`src/rtl/mcycle_pkg.sv`:
```
// rtl/mcycle_pkg.sv - shared op encodings and state type for the mcycle multiply/divide unit
package mcycle_pkg;

    localparam logic [1:0] MUL_S = 2'b00;
    localparam logic [1:0] MUL_U = 2'b01;
    localparam logic [1:0] DIV_S = 2'b10;
    localparam logic [1:0] DIV_U = 2'b11;

    typedef enum logic {
        IDLE,
        COMPUTING
    } state_t;

endpackage

```
`src/rtl/mcycle.sv`:
```
// rtl/mcycle.sv - iterative shift-add multiplier / restoring divider with Start/Busy handshake
module mcycle
    import mcycle_pkg::*;
#(
    parameter int WIDTH = 4
) (
    input  logic             CLK,
    input  logic             RESET,
    input  logic             Start,
    input  logic [1:0]       MCycleOp,
    input  logic [WIDTH-1:0] Operand1,
    input  logic [WIDTH-1:0] Operand2,
    output logic [WIDTH-1:0] Result1,
    output logic [WIDTH-1:0] Result2,
    output logic             Busy
);

    localparam int CW = $clog2(WIDTH) + 1;
    localparam logic [CW-1:0] LAST = CW'(WIDTH - 1);

    state_t          state;
    logic [CW-1:0]   count;
    logic            op_div;
    logic [WIDTH-1:0] hi;       // mul: product high half / div: partial remainder
    logic [WIDTH-1:0] lo;       // mul: product low half + multiplier / div: dividend -> quotient
    logic [WIDTH-1:0] opb;      // mul: multiplicand magnitude / div: divisor magnitude
    logic [WIDTH-1:0] raw1;
    logic            neg_a;
    logic            neg_r;
    logic            div_zero;

    logic             is_signed;
    logic             s1;
    logic             s2;
    logic [WIDTH-1:0] mag1;
    logic [WIDTH-1:0] mag2;

    always_comb begin
        is_signed = ~MCycleOp[0];
        s1        = is_signed & Operand1[WIDTH-1];
        s2        = is_signed & Operand2[WIDTH-1];
        mag1      = s1 ? -Operand1 : Operand1;
        mag2      = s2 ? -Operand2 : Operand2;
    end

    logic [WIDTH:0]     add_a;
    logic [WIDTH:0]     add_b;
    logic [WIDTH+1:0]   add_y;
    logic               ge;
    logic [WIDTH-1:0]   hi_n;
    logic [WIDTH-1:0]   lo_n;
    logic [2*WIDTH-1:0] prod;
    logic [WIDTH-1:0]   res1_n;
    logic [WIDTH-1:0]   res2_n;

    // Single shared adder: adds the multiplicand for mul, trial-subtracts the divisor for div.
    always_comb begin
        add_a = op_div ? {hi, lo[WIDTH-1]} : {1'b0, hi};
        add_b = (op_div || lo[0]) ? {1'b0, opb} : '0;
        add_y = op_div ? ({1'b0, add_a} - {1'b0, add_b})
                       : ({1'b0, add_a} + {1'b0, add_b});
        ge    = ~add_y[WIDTH+1];
        if (op_div) begin
            hi_n = ge ? add_y[WIDTH-1:0] : add_a[WIDTH-1:0];
            lo_n = {lo[WIDTH-2:0], ge};
        end else begin
            hi_n = add_y[WIDTH:1];
            lo_n = {add_y[0], lo[WIDTH-1:1]};
        end
        prod = {hi_n, lo_n};
        if (neg_a) begin
            prod = -prod;
        end
        res1_n = prod[WIDTH-1:0];
        res2_n = prod[2*WIDTH-1:WIDTH];
        if (op_div) begin
            res1_n = neg_a ? -lo_n : lo_n;
            res2_n = neg_r ? -hi_n : hi_n;
            if (div_zero) begin
                res1_n = '1;
                res2_n = raw1;
            end
        end
    end

    always_ff @(posedge CLK or negedge RESET) begin
        if (!RESET) begin
            state    <= IDLE;
            count    <= '0;
            op_div   <= 1'b0;
            hi       <= '0;
            lo       <= '0;
            opb      <= '0;
            raw1     <= '0;
            neg_a    <= 1'b0;
            neg_r    <= 1'b0;
            div_zero <= 1'b0;
            Result1  <= '0;
            Result2  <= '0;
        end else begin
            case (state)
                IDLE: begin
                    if (Start) begin
                        op_div   <= MCycleOp[1];
                        count    <= '0;
                        hi       <= '0;
                        neg_a    <= s1 ^ s2;
                        neg_r    <= s1;
                        div_zero <= (Operand2 == '0);
                        raw1     <= Operand1;
                        if (MCycleOp[1]) begin
                            lo  <= mag1;
                            opb <= mag2;
                        end else begin
                            lo  <= mag2;
                            opb <= mag1;
                        end
                        state <= COMPUTING;
                    end
                end
                COMPUTING: begin
                    hi    <= hi_n;
                    lo    <= lo_n;
                    count <= count + CW'(1);
                    if (count == LAST) begin
                        Result1 <= res1_n;
                        Result2 <= res2_n;
                        state   <= IDLE;
                    end
                end
                default: state <= IDLE;
            endcase
        end
    end

    // Busy follows Start combinationally in IDLE so the pipeline stalls in the request cycle.
    assign Busy = RESET & ((state == COMPUTING) | Start);

endmodule

```
`config.mk`:
```
export PLATFORM = sky130hd
export DESIGN_NAME = mcycle
export DESIGN_NICKNAME = d
export VERILOG_FILES = /design/src/rtl/mcycle_pkg.sv /design/src/rtl/mcycle.sv
export SDC_FILE = /design/constraint.sdc
export NUM_CORES = 1
export LEC_CHECK = 0
export CAP_MARGIN = 40
export CORE_ASPECT_RATIO = 0.75
export CORE_MARGIN = 2
export CORE_UTILIZATION = 57
export CTS_CLUSTER_DIAMETER = 30
export DETAILED_ROUTE_END_ITERATION = 12
export GPL_ROUTABILITY_DRIVEN = 1
export PLACE_DENSITY = 0.79
export SLEW_MARGIN = 20
export SYNTH_ARGS = -nofsm -noshare
export SYNTH_HDL_FRONTEND = slang
export SYNTH_SLANG_ARGS = --single-unit
export TNS_END_PERCENT = 5
```
`constraint.sdc`:
```
create_clock -name CLK -period 5.8 [get_ports CLK]
set_clock_uncertainty 0.1 [all_clocks]
set_input_delay 1.16 -clock CLK [delete_from_list [all_inputs] [get_ports CLK]]
set_output_delay 1.16 -clock CLK [all_outputs]
set_load 0.03 [all_outputs]
```
==> results.txt, run 1 <==
* Outcome: complete, no violations
* Post-route insts no fill: roughly 320
* Type of element launching the critical path: input pin
* Largest stage delay on the critical path: about 0.67 ns
- Antenna violations before repair: 0
- Mapped cell area: 2246 µm²
- RD Place Congestion: a little over 0.8
- Number of placement rows: 19
- Timing would allow up to ~240 MHz.
* Class of the tightest hold or removal check: flop to flop
- Post-cts gate resize count: 0
* Number of clock sinks: 32
- Broken down by cell family, the worst path's largest delay share belongs to buffers and inverters.
- Most used cell along the critical path: clkdlybuf4s50_1
- Counting every net in the synthesized netlist gives 279.
- The startpoint identified for the worst hold timing path is Result2[1]$_DFFE_PN0P_.
* CP Class: input pin to output pin
- Each instance of the synthesized netlist takes up on average roughly 9 µm².
* Chip height: between 50 and 60 µm
- EDFF count, synth: 0
* H-tree Lvls: 2
* Clock-pin transition on the worst setup and hold timing paths: roughly 0.070 ns
- Clock tree from TritonCTS: built
- TritonCTS created 5 clock buffers.
- The die covers around 4500 µm².
- Final routed DRC violation total: 0
- The number of placed instances, taps included, is between 300 and 400.
- First drt pass iteration count: 5
- The layout has between 300 and 400 filler cells.
- Setup repair after global routing missed its margin: false
- Setup violations remaining at the end of the flow were counted as 0.
* Die width: between 70 and 80 µm
* Routed vias/inst: 5.670
- After detailed routing, the total wire length is between 4 and 5 mm.
* Layout overhead on the synthesized area: 14.71%
- Clock tree synthesis selected as its root buffer the cell clkbuf_8.
* Count of endpoints failing hold in the final timing report: 0
- For this block, the initial DRC count from the detailed router was 169.
- Summed over all nets, the half-perimeter wirelength after detailed placement is 3.520 mm.
- Maximum number of pins on one net before global-route repair: 40
- Number of placed I/O pins: 22
* Number of nets in the layout: 295
- Buffers inserted during post-CTS setup optimization: 0
* Routed Antenna Nets: 0
- The routed layout has approximately 1.8k vias.
- Buf/Inv on CP: 3
* Worst flop-to-flop path startpoint: lo[0]$_DFFE_PN0N_
- Count of final max-slew check failures: 0
- Counting cells, the worst reg-to-reg path comes to 15.
- Synthesis inferred 32 register bits.
- Setup slack on the worst reg-to-reg path comes out at between 2 and 2.5 ns.
- For this configuration, the core starts out at a cell density of 60.56%.
- After detailed routing, the average wire length per cell comes to between 10 and 15 µm.
* Number of warnings issued by yosys: 0
* Series of cell instances along the critical path: clkdlybuf4s50_1 > buf_4 > nor2b_1 > clkdlybuf4s50_1
* Gate Count Post-Synth: 255
- Critical register-to-register path endpoint: Result2[2]$_DFFE_PN0P_
- For the worst setup path, the data required time is between 4 and 5 ns.
- Cells with a size suffix above 1 make up 10.29% of the layout.
- With fillers left out, the area of the finished cells amounts to ~2600 µm².
- First-pass GRT wire length: approximately 8.4 mm
* Maximum fanout along the worst path: 33
- Final hold slack: 0.3816 ns
* Tcrit/Tclk final: between 70 and 80%
- WHS Endpoint: Result2[1]$_DFFE_PN0P_
- For the pin with the worst max-slew slack, the measured transition is approximately 0.70 ns.
- In the global route stage, overall resource usage came out at approximately 24%.
- Number of instances on the worst hold path: 2
- The number of antenna diodes in the final layout is 0.
- For this run, the leading register cell type out of synthesis is dfrtp_1.
* Type of element capturing the critical path: output pin
- Gr ovfl total: 0
- Deepest clock path buffer count: 2
- Cell type of the slowest stage on the worst timing path: clkdlybuf4s50_1
* Clk_lat worst skew: ~0.29 ns
- Worst slew slack as a fraction of its limit: between 50% and 60%
- After detailed placement, the total cell area comes to ~2500 µm².
- CORE AREA: 3709 µm²
* Share of the yosys chip area belonging to registers: between 30% and 40%
- Via count of the first global-routing pass: 1,753
- Number of buffers inserted for hold repair after clock tree synthesis: 0
* Data arrival time of the critical path: 2.84 ns
* Fraction of registers with async set or reset after synthesis: 100.0%
* Unique cell type count in the Yosys netlist: 44
- Accumulated negative setup slack: 0 ns
- Min Clock Period, post-route: between 4 and 5 ns
- Max-cap violations in this run came to 0.
- IO buf count: 21
-- stage by stage --
stage / setup slack (ns) / util, %
floorplan: 1.678 / -
global placement: 1.673 / 66.97
detailed placement: 1.685 / 66.97
CTS: 1.685 / 69.47
global route: 1.577 / 69.47
finish: 1.700 / 69.47
-- cell families (layout without fill, tap and decap cells) --
group	Yosys count	in the layout	share of synthesized area [%]
AND/OR/NAND/NOR	77	77	16.77
AO/OA/AOI/OAI	75	75	21.90
flip-flops	32	32	35.65
buffers and inverters	26	43	4.345
multiplexers	19	19	9.025
XOR/XNOR	15	15	5.849
adder cells (fa/ha/maj)	11	11	6.462
-- layout make-up --
| class | count | area, µm² | share of cell area, % |
|---|---|---|---|
| Clock buffer | 5 | 68.82 | 2.671 |
| Timing Repair Buffer | 23 | 225.2 | 8.742 |
| Multi-Input combinational cell | 197 | 1348 | 52.31 |
| Sequential cell | 32 | 800.8 | 31.08 |
| Inverter | 12 | 45.04 | 1.748 |
| Tap cell | 52 | 65.06 | 2.525 |
| Clock inverter | 3 | 23.77 | 0.9228 |
-- worst max path at each step --
stage,end,startpoint,cells after the start
finish,Busy,RESET,4
global route,Busy,RESET,4
CTS,Busy,RESET,4
detailed placement,Busy,RESET,4
global placement,Busy,RESET,4
floorplan,Result2[2]$_DFFE_PN0P_,op_div$_DFFE_PN0P_,19
-- registers in the layout, summed over array words and instances (netlist names) --
signal,cells
neg_a,1
raw1,4
Result1,4
hi,4
neg_r,1
op_div,1
count,3
opb,4
Result2,4
lo,4
div_zero,1
state,1
-- synthesized netlist by cell type, drive strengths merged (4+ instances only) --
library cell | instances | area, µm²
nor3 | 5 | 25.02
o21ai | 31 | 155.1
nand2 | 31 | 116.4
a211oi | 4 | 35.03
mux2i | 9 | 90.09
nor2b | 5 | 31.28
ha | 10 | 125.1
a21oi | 15 | 78.83
inv | 12 | 45.04
nor2 | 15 | 58.81
dfrtp | 32 | 800.8
xnor2 | 10 | 87.58
xor2 | 5 | 43.79
o31ai | 5 | 37.54
mux2 | 10 | 112.6
clkbuf | 11 | 41.29
nand2b | 8 | 50.05
-- layout by cell type, fill, tap and decap left out, types with 3 or more instances in the layout --
| cell | instances |
|---|---|
| nor2b_1 | 5 |
| xnor2_1 | 10 |
| nand2b_1 | 8 |
| ha_1 | 10 |
| inv_1 | 12 |
| nor2_1 | 14 |
| clkbuf_8 | 5 |
| o21ai_1 | 17 |
| nor3b_1 | 3 |
| nand3_1 | 3 |
| a211oi_1 | 3 |
| o31ai_1 | 5 |
| nor3_1 | 5 |
| a21oi_1 | 14 |
| o211ai_1 | 3 |
| xor2_1 | 5 |
| mux2i_1 | 9 |
| clkdlybuf4s50_1 | 21 |
| dfrtp_1 | 32 |
| nand2_1 | 31 |
| a21o_1 | 3 |
| o21ai_0 | 14 |
| mux2_2 | 9 |
-- worst reg2reg max path, delay by kind of cell, from the launching register on --
family | cells | cell delay [ns]
adders and majority gates | 3 | 0.79
muxes | 1 | 0.31
and+or+nand+nor | 3 | 0.31
AOI/OAI and AO/OA | 7 | 1.46
DFF | 1 | 0.48
xor gates and xnor gates | 1 | 0.16
-- metal layers --
metal | up-vias | GRT usage, % | part of all wire (%)
met4 | 0 | 8.312 | 1.1
li1 | 934 | - | -
met2 | 47 | 38.05 | 46
met5 | - | 0 | 0
met3 | 7 | 4.908 | 4.2
met1 | 849 | 34.00 | 49
Power of run 1 is left out: the tool's default activity adds up to more than one toggle a clock period on the data nets, which glitch-free logic cannot reach.
==> run 2, diff against run 1 <==
--- a/config.mk
+++ b/config.mk
@@ -8,11 +8,11 @@
 export CAP_MARGIN = 40
 export CORE_ASPECT_RATIO = 0.75
 export CORE_MARGIN = 2
-export CORE_UTILIZATION = 57
+export CORE_UTILIZATION = 52
 export CTS_CLUSTER_DIAMETER = 30
 export DETAILED_ROUTE_END_ITERATION = 12
 export GPL_ROUTABILITY_DRIVEN = 1
-export PLACE_DENSITY = 0.79
+export PLACE_DENSITY = 0.76
 export SLEW_MARGIN = 20
 export SYNTH_ARGS = -nofsm -noshare
 export SYNTH_HDL_FRONTEND = slang
==> constraint.sdc (replaced) <==
create_clock -name CLK -period 3.5 [get_ports CLK]
set_clock_uncertainty 0.1 [all_clocks]
set_input_delay 0.7 -clock CLK [delete_from_list [all_inputs] [get_ports CLK]]
set_output_delay 0.7 -clock CLK [all_outputs]
set_load 0.03 [all_outputs]
==> run 2 against run 1 <==
  * Die area increased by 9.0%
  * Global-route usage down 0.80 points
  * Sequential cell count did not move
  * Clock-buffer cell count increased by 1
  * Worst hold slack better by 0.0079 ns
  * Register-to-register slack worse by 1.9 ns
  * Routed wire length is 5.5% higher
  * Via count rose by 1.5%
  * Design area grew 3.3%
  * Final cell count grew 3.1%
  * Sequential share of layout area decreased by 0.98 points
  * Critical endpoint is now Result2[1]$_DFFE_PN0P_
==> results.txt, run 2 (synthesis results as in run 1) <==
* Hold path startpoint: count[0]$_DFFE_PN0N_
* Min Clock Period, post-route: between 3 and 4 ns
- Clock tree from TritonCTS: built
- In this run the critical register-to-register path is captured at Result2[1]$_DFFE_PN0P_.
- The worst setup path is launched from a flop.
- In this run, CTS created clock tree buffers numbering 5.
- Placed wire-length estimate after detailed placement: around 3.8 mm
* Maximum number of pins on one net before global-route repair: 33
* Count of endpoints failing hold in the final timing report: 0
* Number of nets in the layout: about 300
- N_diodes: 0
* Clock root cell: clkbuf_8
- CP delay by family, top: compound AO/OA/AOI/OAI gates
- Clk_lat worst skew: ~0.29 ns
- Most common cell after layout, fill and taps aside: dfrtp_1
- The congestion estimate from routability-driven global placement came to around 0.86.
* Cell type of the slowest stage on the worst timing path: a311oi_4
- The core region is 4104 µm².
- Number of placed I/O pins: 22
* Worst-case register-to-register setup slack: approximately 0.20 ns
- The signal on the critical path passes through o21ai_2 > ha_2 > mux2i_1 > ha_1 > nand2b_1 > a21oi_2 > or2_4 > a311oi_4 > o21ai_1 > xnor2_1 > or3_1 > nand3_1.
- Across all layers, the routed design uses 1,865 vias.
- Post-cts gate resize count: 0
* Violation count after the first detailed-route iteration: between 150 and 200
* Chip height: 60.92 µm
* First-pass GRT wire length: between 8 and 9 mm
- The worst setup path is captured at a flop.
- Routed vias/inst: roughly 5.6
- Deepest clock path buffer count: 2
- WHS Endpoint: count[0]$_DFFE_PN0N_
* CP Class: flop to flop
* Data arrival time of the critical path: roughly 3.4 ns
- Number of placement rows: 20
- Layout overhead on the synthesized area: 18.44%
- First drt pass iteration count: 4
- Tcrit/Tclk final: between 90% and 100%
* Buffers inserted during post-CTS setup optimization: 0
- For this block, the routed nets add up to ~5 mm of wire.
- Antenna violations before repair: 0
* Worst flop-to-flop path startpoint: lo[0]$_DFFE_PN0N_
- Class of the tightest hold or removal check: flop to flop
- Final-report setup violation count: 0
* Die width: between 70 and 80 µm
* Layout cell share with drive strength beyond 1: between 10% and 20%
- Clock-pin transition on the worst setup and hold timing paths: around 0.070 ns
* Outcome: complete, no violations
- Initial Utilization: between 50 and 60%
- Final routed DRC violation total: 0
- Number of instances on the worst hold path: 1
- Setup repair after global routing left no endpoint under its margin.
* Slew at the pin closest to its max-slew limit: approximately 0.66 ns
* Leading cell types in the layout, fill and taps excluded: dfrtp_1, nand2_1, clkdlybuf4s50_1
* Max-cap violation count: 0
- Final core utilization: roughly 65%
- After global routing the overflow that remains totals 0.
* Required time of the critical path: around 3.6 ns
- Number of buffers inserted for hold repair after clock tree synthesis: 0
- Counting both buffers and inverters, the worst setup path holds a total of 0.
- The number of cells on the worst reg-to-reg path is 12.
* Count of final max-slew check failures: 0
- Average routed wire per standard cell: 15.20 µm
- The detail route stage leaves a number of antenna-violating nets equal to 0.
- The layout has between 300 and 400 filler cells.
* IO buf count: 21
- Worst slew slack as a fraction of its limit: around 56%
* H-tree Lvls: 2
- The clock drives 32 sinks.
* Via count of the first global-routing pass: ~1.7k
- The die covers about 4900 µm².
- Along the worst path, the maximum fanout reaches 8.
* Largest stage delay on the critical path: roughly 0.47 ns
* Highest attainable clock frequency: slightly above 300 MHz
- GRT Overall Usage: between 20% and 30%
-- run 2: cell count changes in the layout (fill, tap and decap cells not counted), moves of 2 or more --
| cell | before | now |
|---|---|---|
| ha_1 | 10 | 8 |
| clkinv_2 | 0 | 2 |
| o21ai_0 | 14 | 12 |
| clkinvlp_4 | 2 | 0 |
| o21ai_1 | 17 | 15 |
| o21ai_2 | 0 | 4 |
| buf_4 | 2 | 10 |
| ha_2 | 0 | 2 |
-- run 2: layout make-up --
cell class              count  area [µm²]  area share [%]
clock buffers               6       82.58           3.104
clock inverters             2       10.01          0.3763
inverters                  12       45.04           1.693
multi-input cells         197        1378           51.79
flip-flops and latches     32       800.8           30.10
well taps                  55       68.82           2.587
repair buffers             30       275.3           10.35
-- run 2: per-layer routing --
| metal | vias to the layer above | track usage (%) | share of wire [%] |
|---|---|---|---|
| met5 | - | 0 | 0 |
| met4 | 0 | 7.264 | 0.61 |
| met3 | 4 | 4.464 | 4.1 |
| met2 | 46 | 35.12 | 45 |
| met1 | 863 | 34.40 | 50 |
| li1 | 952 | - | - |
-- run 2: worst max-delay path by stage --
stage                       start                      to  slack (ns)  cells past startpoint
2_1_floorplan  op_div$_DFFE_PN0P_  Result2[3]$_DFFE_PN0P_      -0.002                     16
3_3_place_gp    lo[0]$_DFFE_PN0N_  Result2[1]$_DFFE_PN0P_        0.29                     12
3_5_place_dp    lo[0]$_DFFE_PN0N_  Result2[1]$_DFFE_PN0P_        0.13                     12
4_1_cts         lo[0]$_DFFE_PN0N_  Result2[1]$_DFFE_PN0P_        0.13                     12
5_1_grt         lo[0]$_DFFE_PN0N_  Result2[1]$_DFFE_PN0P_       0.001                     12
6_report        lo[0]$_DFFE_PN0N_  Result2[1]$_DFFE_PN0P_        0.20                     12
-- run 2: worst register-to-register path: cells and delay by family, from the launching register on --
family                   cells  cell delay [ns]
adder cells (fa/ha/maj)      2             0.58
XOR/XNOR                     1             0.14
AND/OR/NAND/NOR              4             0.79
flip-flops                   1             0.45
AO/OA/AOI/OAI                4             0.94
multiplexers                 1             0.25
-- run 2: per-stage QoR --
stage                     setup TNS (ns)  std cells  cell area [µm²]  setup slack, ns  hold slack (ns)
after global placement                 0        326             2567           0.2921           0.3628
after floorplan                -0.002407        255             2316        -0.002407           0.3044
final                                  0        334             2660           0.1972           0.3896
after detailed placement               0        326             2567           0.1349           0.3818
after global routing                   0        334             2660         0.001110           0.4187
after CTS                              0        334             2660           0.1274           0.3921
Power of run 2 is left out for the same reason.
==> run 3, diff against run 2 <==
--- a/config.mk
+++ b/config.mk
@@ -5,7 +5,7 @@
 export SDC_FILE = /design/constraint.sdc
 export NUM_CORES = 1
 export LEC_CHECK = 0
-export CAP_MARGIN = 40
+export CAP_MARGIN = 20
 export CORE_ASPECT_RATIO = 0.75
 export CORE_MARGIN = 2
 export CORE_UTILIZATION = 52
==> results of run 3 <==
The final DEF is identical to that of run 2; final timing and power are the same.
Power of run 3 is left out for the same reason.
